### config.mk
export PLATFORM = sky130hd
export DESIGN_NAME = letter_histogram
export DESIGN_NICKNAME = d
export VERILOG_FILES = /design/src/rtl/box_id_pkg.sv /design/src/rtl/letter_histogram.sv
export SDC_FILE = /design/constraint.sdc
export NUM_CORES = 1
export LEC_CHECK = 0
export ABC_CLOCK_PERIOD_IN_PS = 2800
export BUFFER_PORTS_ARGS = -buffer_cell sky130_fd_sc_hd__buf_2
export CAP_MARGIN = 10
export CORE_ASPECT_RATIO = 1.2
export CORE_UTILIZATION = 44
export CTS_CLUSTER_DIAMETER = 120
export DETAILED_ROUTE_END_ITERATION = 8
export PLACE_DENSITY = 0.71
export SLEW_MARGIN = 10
export SYNTH_ARGS = -nofsm -noshare
export SYNTH_HDL_FRONTEND = slang
export SYNTH_SLANG_ARGS = --single-unit
### constraint.sdc
create_clock -name i_clk -period 2.8 [get_ports i_clk]
set_input_delay 0 -clock i_clk [delete_from_list [all_inputs] [get_ports i_clk]]
set_output_delay 0 -clock i_clk [all_outputs]
set_load 0.05 [all_outputs]
### src/rtl/box_id_pkg.sv
// Shared types and defaults for the streaming box-ID pair/triplet checker.
package box_id_pkg;

  localparam int         ALPHABET_DEF  = 26;
  localparam logic [7:0] BASE_CHAR_DEF = 8'd97;

  // Letter bin: counts 0..3 exactly, 4 means "four or more".
  typedef logic [2:0] bin_t;
  localparam bin_t BIN_ZERO = 3'd0;
  localparam bin_t BIN_TWO  = 3'd2;
  localparam bin_t BIN_THREE = 3'd3;
  localparam bin_t BIN_SAT  = 3'd4;

  typedef enum logic {
    ACCUM = 1'b0,
    EVAL  = 1'b1
  } state_t;

  // Offset of a character from the first legal letter. Characters below the
  // base wrap to large values, so one unsigned compare decides legality.
  function automatic logic [8:0] char_offset(input logic [7:0] c, input logic [7:0] base);
    return {1'b0, c} - {1'b0, base};
  endfunction

endpackage

### src/rtl/letter_histogram.sv
// Per-letter saturating occurrence counters with "exactly two" / "exactly three" summaries.
module letter_histogram
  import box_id_pkg::*;
#(
  parameter int ALPHABET = ALPHABET_DEF,
  parameter int IDX_W    = 5
) (
  input  logic             i_clk,
  input  logic             i_reset,
  input  logic             i_clr,
  input  logic             i_inc,
  input  logic [IDX_W-1:0] i_idx,
  output logic             o_has_two,
  output logic             o_has_three
);

  bin_t r_bins [ALPHABET];

  // Count one occurrence of the selected letter, holding at the saturation value.
  always_ff @(posedge i_clk) begin
    for (int i = 0; i < ALPHABET; i++) begin
      if (i_reset || i_clr) begin
        r_bins[i] <= BIN_ZERO;
      end else if (i_inc && (i_idx == IDX_W'(i)) && (r_bins[i] != BIN_SAT)) begin
        r_bins[i] <= r_bins[i] + 3'd1;
      end else begin
        r_bins[i] <= r_bins[i];
      end
    end
  end

  // Reduce all bins to the two flags the result stage needs.
  always_comb begin
    o_has_two   = 1'b0;
    o_has_three = 1'b0;
    for (int i = 0; i < ALPHABET; i++) begin
      o_has_two   = o_has_two   | (r_bins[i] == BIN_TWO);
      o_has_three = o_has_three | (r_bins[i] == BIN_THREE);
    end
  end

endmodule

==> impl_metrics.tcl <==
set metrics [dict create \
    cp.required_ns 2.80 \
    via_per_inst 5.02 \
    drive_gt1_share_pct 6.86 \
    seq_area_sq_um 2340 \
    cts_buffer_depth 2 \
    timing.hold.ws_ns 0.236 \
    synth_area_sq_um 5220 \
    total_power_uw 2660 \
    hold_path.class "in -> reg" \
    top_register "r_bins" \
    vias 3491 \
    cts_max_level 3 \
    synth_top_area_cell "edfxtp_1" \
    grt_max_degree 19 \
    ys_seq_elements 78 \
    cts_setup_buffers 0 \
    die_y_microns 121 \
    initial_core_util_pct 45.1 \
    largest_reg_flops 78 \
    ys_warn_count 0 \
    crit_start "r_bins[0][18]$_SDFFCE_PN0P_" \
    clkPwrFrac_pct 38.8 \
    max_stage_delay_ns 0.51 \
    outcome "finished clean" \
    period_share_pct 92.3 \
    dr.pass1.iters 4 \
    rows 43 \
    multi_input_area_sq_um 2490 \
    critPathMaxFanout 3 \
    cts_made_buffers 9 \
    dp_hpwl_microns 7930 \
    critPathLaunchType "flop" \
    setup_tns_ns 0 \
    power.leakage_uw 0.00256 \
    wl_met2_microns 5180 \
    slew_headroom_pct 54.1 \
    reg_top3 "r_bins x78" \
    fin_crit_ns 2.58 \
    num_antenna_cells 0 \
    switchingPower_uw 647 \
    drc_errors 0 \
    grt_usage_pct 18.3 \
    grt_pass1_wl_microns 16900 \
    wl_per_cell_microns 14.5 \
    layout_commonest_cell "ha_1" \
    cts.sinks 78 \
    cp_num_cells 6 \
    critPathCapture "o_has_three" \
    gp_congestion 0.809 \
    rr_worst_depth 5 \
    crit_top_cell "ha_1" \
    crit_arrival_ns 2.58 \
    ir_drop_mv 0.276 \
    rsz0062_at_grt "false" \
    nFillCells 1097 \
    crit_chain "ha_1 > ha_1 > or4_1 > nor4_1 > nand4_1 > buf_2" \
    route.met3.wl_microns 310 \
    antenna_found_initial 0 \
    synth.distinct_cells 33 \
    first_iter_violations 124 \
    fmax_mhz 387 \
    report.final.setup_viol 0 \
    finalNetCount 648 \
    yosysSeqAreaShare_pct 44.9 \
    r2r_slack_ns 1.04 \
    finalHoldViolations 0 \
    critPathKind "reg -> out" \
    worst_slew_pin_slew_ns 0.687 \
    p_int_uw 2020 \
    synthFlopType "edfxtp_1" \
    sw_frac_of_total_pct 24.3 \
    synth_edf_count 78 \
    cp-end-kind "primary output" \
    dieArea_sq_um 12300 \
    maxSlewViolCount 0 \
    cts_resized 0 \
    syn_area_per_cell_sq_um 10.1 \
    ant_nets 0 \
    pwr-share-comb_pct 9.6 \
    hold_buffers 0 \
    synth_nets 629 \
    cpMaxStageDelayCell "or4_1" \
    drv_cap 0 \
    met1Wirelength_microns 4400 \
    overflow 0 \
    synth_area_leaders "edfxtp_1 (45%), ha_1 (25%), inv_1 (7.0%), nor2_1 (5.2%), nand2_1 (3.5%)" \
    powerDensity_nw_per_um2 466 \
    crit_buf_inv 1 \
    sequentialPowerShare_pct 51.6 \
    r2r_end "r_bins[0][28]$_SDFFCE_PN0P_" \
    area_growth_pct 9.66 \
    numPortBuffers 10 \
    async_flop_share_pct 0 \
    core_sq_um 11600 \
    critPathTopFamily "simple AND/OR/NAND/NOR gates" \
    cts.clk_slew.worst_paths_ns 0.06 \
    fp.dieW_microns 101 \
    cts_root_buffer "clkbuf_16" \
    synth.top_cell.area_share_pct 44.9 \
    pin_count 11 \
    top_layer_used "met4" \
    final_cell_mix "ha_1 (104), inv_1 (98), edfxtp_1 (78)" \
    fin_skew_ns 0.00394 \
    rr_startpoint "r_bins[0][27]$_SDFFCE_PN0P_" \
    utilization_pct 49.5 \
    synthCells 516 \
    grt_pass1_vias 3626 \
    cts_tree "yes" \
    wl_microns 10100 \
    clk_latency_ns 0.34 \
]
-- tightest hold or removal path, delay by kind of cell --
| kind | cells | cell delay, ns |
|---|---|---|
| buf+inv | 2 | 0.23 |
| simple gates | 2 | 0.12 |
| compound gates | 1 | 0.06 |
-- Yosys cell counts, types with 2 or more instances --
library cell	count
clkbuf_1	4
nand2b_1	7
a2111o_1	3
a21o_1	2
inv_1	98
nor2_2	5
nor4_1	7
a21oi_1	7
nand3_1	22
nand4_1	6
and4bb_2	3
a22oi_1	6
and3_1	7
o21ai_0	7
nand4b_1	3
ha_1	104
or2_1	2
nor2b_1	12
nor2_1	72
nand2_1	48
a211o_1	2
edfxtp_1	78
-- power by group through the flow --
stage / clock [uW] / sequential, uW / combinational, uW
2_1_floorplan: 0 / 1390 / 174
3_3_place_gp: 0 / 1390 / 245
3_5_place_dp: 0 / 1400 / 255
4_1_cts: 1040 / 1380 / 258
5_1_grt: 1090 / 1380 / 294
6_report: 1030 / 1380 / 255
-- metal layers --
layer | vias up | track usage (%)
met5 | - | 0
met4 | 0 | 7.61
met3 | 16 | 3.17
met2 | 55 | 33.0
met1 | 1678 | 21.3
li1 | 1742 | -
-- metrics by stage --
stage               worst slack, ns  std cells  area [sq um]
detailed placement            0.579        681          5470
floorplan                     0.819        516          5220
global route                  0.117        696          5720
global placement              0.608        681          5470
finish                        0.215        696          5720
CTS                           0.209        696          5720
-- worst min path at each step --
stage / from / end / slack (ns) / cells after the start
after floorplan: i_idx[1] / r_bins[0][29]$_SDFFCE_PN0P_ / 0.31 / 3
after global placement: i_reset / r_bins[0][18]$_SDFFCE_PN0P_ / 0.56 / 4
after detailed placement: i_reset / r_bins[0][11]$_SDFFCE_PN0P_ / 0.58 / 4
after CTS: i_idx[0] / r_bins[0][27]$_SDFFCE_PN0P_ / 0.22 / 5
after global routing: i_reset / r_bins[0][18]$_SDFFCE_PN0P_ / 0.25 / 4
final: i_idx[0] / r_bins[0][27]$_SDFFCE_PN0P_ / 0.24 / 5
-- area by class of cell --
| class | instances | share of cell area, % |
|---|---|---|
| well taps | 157 | 3.43 |
| multi-input cells | 334 | 43.4 |
| clock inverters | 2 | 0.175 |
| inverters | 98 | 6.43 |
| flip-flops and latches | 78 | 40.9 |
| clock buffers | 13 | 4.20 |
| repair buffers | 14 | 1.40 |
-- kinds of logic after synthesis --
logic type	count (synthesis)	share of synthesized area (%)
adder cells (fa/ha/maj)	104	24.9
AND/OR/NAND/NOR	201	18.9
flip-flops	78	44.9
AO/OA/AOI/OAI	29	3.79
buffers and inverters	104	7.53
No activity file was read; power rests on OpenSTA's default activity.
